### src/rtl/julia_frame_ctrl.sv
// Frame-level initiator for the Julia engine: walks the frame in raster order,
// starts one engine run per pixel and writes the saturated count to the framebuffer.
module julia_frame_ctrl #(
    parameter int               H_RES   = 640,
    parameter int               V_RES   = 480,
    parameter int               ADDR_W  = 19,
    parameter logic signed [31:0] X_START = -(3*8192)/2,
    parameter logic signed [31:0] Y_START = (1*8192),
    parameter logic signed [31:0] STEP_X  = 8192*3/640,
    parameter logic signed [31:0] STEP_Y  = 8192*2/480,
    parameter int               TIMEOUT = 4096
) (
    input  logic                CLK,
    input  logic                RST,
    input  logic                FRAME_GO,
    input  logic signed [31:0]  CR_IN,
    input  logic signed [31:0]  CI_IN,
    output logic signed [31:0]  ZR,
    output logic signed [31:0]  ZI,
    output logic signed [31:0]  CR,
    output logic signed [31:0]  CI,
    output logic                CALC_START,
    input  logic signed [31:0]  CALC_NUM,
    input  logic                CALC_END,
    output logic                WR_VALID,
    input  logic                WR_READY,
    output logic [ADDR_W-1:0]   WR_ADDR,
    output logic [7:0]          WR_DATA,
    output logic                BUSY,
    output logic                FRAME_DONE,
    output logic                TMO_ERR
);
    localparam int XW   = (H_RES > 1) ? $clog2(H_RES) : 1;
    localparam int YW   = (V_RES > 1) ? $clog2(V_RES) : 1;
    localparam int WD_W = $clog2(TIMEOUT + 1);

    typedef enum logic [2:0] {
        S_IDLE, S_ARM, S_DROP, S_WAIT, S_WRITE, S_DONE
    } state_t;

    state_t              state_q, state_d;
    logic [XW-1:0]       x_q, x_d;
    logic [YW-1:0]       y_q, y_d;
    logic [ADDR_W-1:0]   addr_q, addr_d;
    logic [WD_W-1:0]     wd_q, wd_d;
    logic signed [31:0]  zr_q, zr_d, zi_q, zi_d, cr_q, cr_d, ci_q, ci_d;
    logic [7:0]          data_q, data_d;
    logic                tmo_q, tmo_d;
    logic                start_q, start_d, valid_q, valid_d;
    logic                busy_q, busy_d, done_q, done_d;
    logic                wd_expired;

    assign wd_expired = (wd_q == WD_W'(TIMEOUT - 1));

    always_comb begin
        state_d = state_q;
        x_d     = x_q;
        y_d     = y_q;
        addr_d  = addr_q;
        wd_d    = wd_q;
        zr_d    = zr_q;
        zi_d    = zi_q;
        cr_d    = cr_q;
        ci_d    = ci_q;
        data_d  = data_q;
        tmo_d   = tmo_q;
        case (state_q)
            S_IDLE: begin
                if (FRAME_GO) begin
                    cr_d    = CR_IN;
                    ci_d    = CI_IN;
                    tmo_d   = 1'b0;
                    x_d     = '0;
                    y_d     = '0;
                    addr_d  = '0;
                    zr_d    = X_START;
                    zi_d    = Y_START;
                    state_d = S_ARM;
                end
            end
            S_ARM: begin
                wd_d    = '0;
                state_d = S_DROP;
            end
            S_DROP: begin
                wd_d = wd_q + 1'b1;
                if (wd_expired) begin
                    data_d  = 8'hFF;
                    tmo_d   = 1'b1;
                    state_d = S_WRITE;
                end else if (!CALC_END) begin
                    state_d = S_WAIT;
                end
            end
            S_WAIT: begin
                wd_d = wd_q + 1'b1;
                // A result arriving on the last watchdog cycle still wins.
                if (CALC_END) begin
                    if (CALC_NUM > 32'sd255)
                        data_d = 8'hFF;
                    else if (CALC_NUM < 32'sd0)
                        data_d = 8'h00;
                    else
                        data_d = CALC_NUM[7:0];
                    state_d = S_WRITE;
                end else if (wd_expired) begin
                    data_d  = 8'hFF;
                    tmo_d   = 1'b1;
                    state_d = S_WRITE;
                end
            end
            S_WRITE: begin
                if (WR_READY) begin
                    addr_d  = addr_q + 1'b1;
                    state_d = S_ARM;
                    if (x_q != XW'(H_RES - 1)) begin
                        x_d  = x_q + 1'b1;
                        zr_d = zr_q + STEP_X;
                    end else begin
                        x_d  = '0;
                        zr_d = X_START;
                        if (y_q != YW'(V_RES - 1)) begin
                            y_d  = y_q + 1'b1;
                            zi_d = zi_q - STEP_Y;
                        end else begin
                            state_d = S_DONE;
                        end
                    end
                end
            end
            S_DONE: begin
                state_d = S_IDLE;
            end
            default: begin
                state_d = S_IDLE;
            end
        endcase

        // Strobes are decoded from the next state so they register in step with it.
        start_d = (state_d == S_ARM);
        valid_d = (state_d == S_WRITE);
        done_d  = (state_d == S_DONE);
        busy_d  = (state_d != S_IDLE);
    end

    always_ff @(posedge CLK) begin
        if (RST) begin
            state_q <= S_IDLE;
            x_q     <= '0;
            y_q     <= '0;
            addr_q  <= '0;
            wd_q    <= '0;
            zr_q    <= '0;
            zi_q    <= '0;
            cr_q    <= '0;
            ci_q    <= '0;
            data_q  <= '0;
            tmo_q   <= 1'b0;
            start_q <= 1'b0;
            valid_q <= 1'b0;
            busy_q  <= 1'b0;
            done_q  <= 1'b0;
        end else begin
            state_q <= state_d;
            x_q     <= x_d;
            y_q     <= y_d;
            addr_q  <= addr_d;
            wd_q    <= wd_d;
            zr_q    <= zr_d;
            zi_q    <= zi_d;
            cr_q    <= cr_d;
            ci_q    <= ci_d;
            data_q  <= data_d;
            tmo_q   <= tmo_d;
            start_q <= start_d;
            valid_q <= valid_d;
            busy_q  <= busy_d;
            done_q  <= done_d;
        end
    end

    assign ZR         = zr_q;
    assign ZI         = zi_q;
    assign CR         = cr_q;
    assign CI         = ci_q;
    assign CALC_START = start_q;
    assign WR_VALID   = valid_q;
    assign WR_ADDR    = addr_q;
    assign WR_DATA    = data_q;
    assign BUSY       = busy_q;
    assign FRAME_DONE = done_q;
    assign TMO_ERR    = tmo_q;
endmodule
### config.mk
export PLATFORM = sky130hd
export DESIGN_NAME = julia_frame_ctrl
export DESIGN_NICKNAME = d
export VERILOG_FILES = /design/src/rtl/julia_frame_ctrl.sv
export SDC_FILE = /design/constraint.sdc
export NUM_CORES = 1
export LEC_CHECK = 0
export ABC_CLOCK_PERIOD_IN_PS = 2700
export CAP_MARGIN = 20
export CORE_MARGIN = 4
export CORE_UTILIZATION = 63
export DETAILED_ROUTE_END_ITERATION = 6
export DONT_BUFFER_PORTS = 1
export PLACE_DENSITY = 0.86
export SYNTH_ARGS = -nofsm -noshare
export SYNTH_HDL_FRONTEND = slang
export SYNTH_SLANG_ARGS = --single-unit
### constraint.sdc
create_clock -name CLK -period 2.7 [get_ports CLK]
set_clock_uncertainty 0.1 [all_clocks]
set_input_delay 0.405 -clock CLK [delete_from_list [all_inputs] [get_ports CLK]]
set_output_delay 0.405 -clock CLK [all_outputs]
set_load 0.05 [all_outputs]
==> reports/metrics.cfg <==
[outcome]
status=finished clean

[yosys]
synth_adder_area_share_pct=0.919
avgSynthCellArea_um2=8.25
yosys.cell_types.count=59
yosysMostFrequentCell=dfxtp_1
syn_area_um2=8170
synth_edf_count=0
synth_warnings=0
yosys-top-cells-count=dfxtp_1 (193), nand2_1 (181), a21oi_1 (125), nor2_1 (81)
seq_area_frac_synth_pct=47.3
synth-simple-area-share_pct=26.7
synth-xor-area-share_pct=5.90
synth_top_area_share_pct=47.3
synthTopCellsByArea=dfxtp_1 (47%), nand2_1 (8.3%), a21oi_1 (7.7%)
ys_ff_latch=193
synthArstFlopShare_pct=0
synth_mux_area_share_pct=0.950
synth_top_family_by_area=simple AND/OR/NAND/NOR gates
synth_compound_area_share_pct=14.2
synthCells=990
synth_top_area_cell=dfxtp_1
synth_ff_type=dfxtp_1

[setup_path]
max_stage_delay_ns=0.60
worst-r2r-cell-count=5
crit_fanout=6
critPathSlowestCell=or4_1
critPathKind=flop to flop
worst_path_most_repeated_cell=or4_1
crit_chain=or4_1, nor4b_2, nand3_1, or4_1, a21oi_1
cp_data_arrival_time_ns=2.76
r2r_slack_ns=0.20
crit_path_start_kind=flop
end_kind=flop
crit_start=ZI[16]
r2r-start=ZI[16]
critPathRequiredTime_ns=2.96

[power]
switchingPower_mw=2.44
power_leakage_nw=3.54
combPwrFrac_pct=18.1
power_density_nw_per_um2=750
peakVddDrop_mv=0.648
clockPowerShare_pct=34.1
seq_power_share_pct=47.7
intPower_mw=4.85
p_sw_share_pct=33.5

[timing]
slew_violations=0
final_hold_viol_count=0
period_share_pct=92.7
period_needed_ns=2.50
tightest_slew_ns=0.652
setup_viol=0
slew_headroom_pct=56.5
clock.fmax_mhz=400
setup-tns-final_ns=0
rsz0062_at_grt=false

[die]
core_um2=12700
die_area_um2=14900
start_util_pct=64.5
boundaryPins=261
placementRows=41
die_y_um=122
die_w_um=122

[grt]
grt_pass1_vias=7459
global_route.overflow_total=0
antenna_found_initial=0
grt_start_max_net_pins=106
grt_pass1_wl_um=35900
grtUsageTotal_pct=29.7

[placement]
port_buffers=0
dp_hpwl_um=14900
gp_congestion=0.847
dp_cells=1191

[clock_tree]
post_cts_buffers=0
cts_root_buffer=clkbuf_16
cts_buffers=17
cts_tree=built
clk_latency_ns=0.43
clkTransAtPathRegs_ns=0.07
clock_sinks=193
clk_path_buf_depth=2
cts.htree.levels=4

[layout]
drive_gt1_share_pct=13.9
num-nets-final=1172
fin_util_pct=76.6
final_cells=1251
area_growth_syn_to_layout_pct=18.9

[drt]
via_per_inst=6.09
dr.first_iter.drc_count=671
first_pass_iters=5
wl_per_cell_um=18.0
route.detailed.drc=0
ant_nets=0
vias=7614
wirelength_um=22500

[min_path]
hold_start=CR_IN[26]
holdPathStages=2
hp-class=input pin to flop

[flow_run]
drv_cap=0

[worst max-delay path: cells and delay by family, from the launching register on]
family | cells | cell delay, ns
AO/OA/AOI/OAI | 1 | 0.15
flip-flops | 1 | 0.31
AND/OR/NAND/NOR | 4 | 1.87
[layer usage]
| metal | routed length [µm] | part of all wire (%) | global-route usage [%] | vias up |
|---|---|---|---|---|
| li1 | - | - | - | 3608 |
| met1 | 8540 | 38 | 35.4 | 3605 |
| met2 | 11400 | 50 | 51.0 | 364 |
| met3 | 2190 | 9.7 | 8.77 | 37 |
| met4 | 427 | 1.9 | 10.6 | 0 |
| met5 | 0 | 0 | 0 | - |
[cell usage in the layout (no fill, tap or decap), types with 6 or more instances in the layout]
cell type / instances
ha_1: 6
o31ai_1: 12
nor3_1: 31
o21ai_0: 25
clkbuf_16: 17
nand4_1: 12
dfxtp_1: 193
nor2_1: 81
o221a_2: 9
inv_1: 20
dlygate4sd3_1: 26
xnor2_1: 48
nand3_1: 30
xor2_1: 7
a21oi_1: 125
mux2_2: 6
and4_1: 11
or4_1: 18
nand2_1: 180
nor4_1: 18
and3_1: 10
or3_1: 28
buf_4: 87
[logic make-up (layout without fill, tap and decap cells)]
group | Yosys count | in the layout
flops | 193 | 193
fa+ha+maj | 6 | 6
simple gates | 450 | 450
other cells | 1 | 3
mux | 7 | 7
xor+xnor | 55 | 55
compound gates | 198 | 198
buf+inv | 80 | 167
[flip-flops by register name, indices dropped and copies added (netlist names)]
signal      cells
ZR             31
FRAME_DONE      1
CR             32
WR_ADDR        19
TMO_ERR         1
WR_VALID        1
CALC_START      1
BUSY            1
CI             32
y_q             9
state_q         3
WR_DATA         8
x_q            10
wd_q           13
ZI             31
[power by group through the flow]
stage	combinational, mW	sequential (mW)	clock [mW]
finish	1.32	3.48	2.49
global route	1.43	3.49	2.62
CTS	1.29	3.47	2.50
detailed placement	1.21	3.54	0
global placement	1.18	3.53	0
floorplan	0.647	3.78	0
[final timing paths]
| check | end |
|---|---|
| worst min register to register | wd_q[11] |
| worst max-delay path | ZI[28] |
| worst max register to register | ZI[28] |
| worst min-delay path | CR[26] |
[stage by stage]
step | hold slack [ns] | area, µm² | power [mW] | setup WS (ns)
final | 0.0138 | 9710 | 7.28 | 0.198
after CTS | 0.000360 | 9700 | 7.27 | 0.106
after detailed placement | 0.369 | 8820 | 4.75 | 0.131
after floorplan | 0.341 | 8170 | 4.43 | 0.253
after global routing | 0.00229 | 9710 | 7.54 | 0.0487
after global placement | 0.361 | 8820 | 4.71 | 0.213
[layout make-up]
| cell class | count | area (µm²) |
|---|---|---|
| Timing Repair Buffer | 115 | 961 |
| Sequential cell | 193 | 3860 |
| Antenna cell | 1 | 2.50 |
| Fill cell | 904 | 2960 |
| Clock inverter | 11 | 133 |
| Tap cell | 172 | 215 |
| Inverter | 20 | 75.1 |
| Multi-Input combinational cell | 718 | 4010 |
| Clock buffer | 21 | 450 |
[timing repair]
item,4_1_cts,5_1_grt
hold buffers,27,0
setup endpoints to repair,0,3
endpoints found under the hold margin,105,0
resized for setup,0,2
Note: power is estimated with default switching activity, not from simulation.
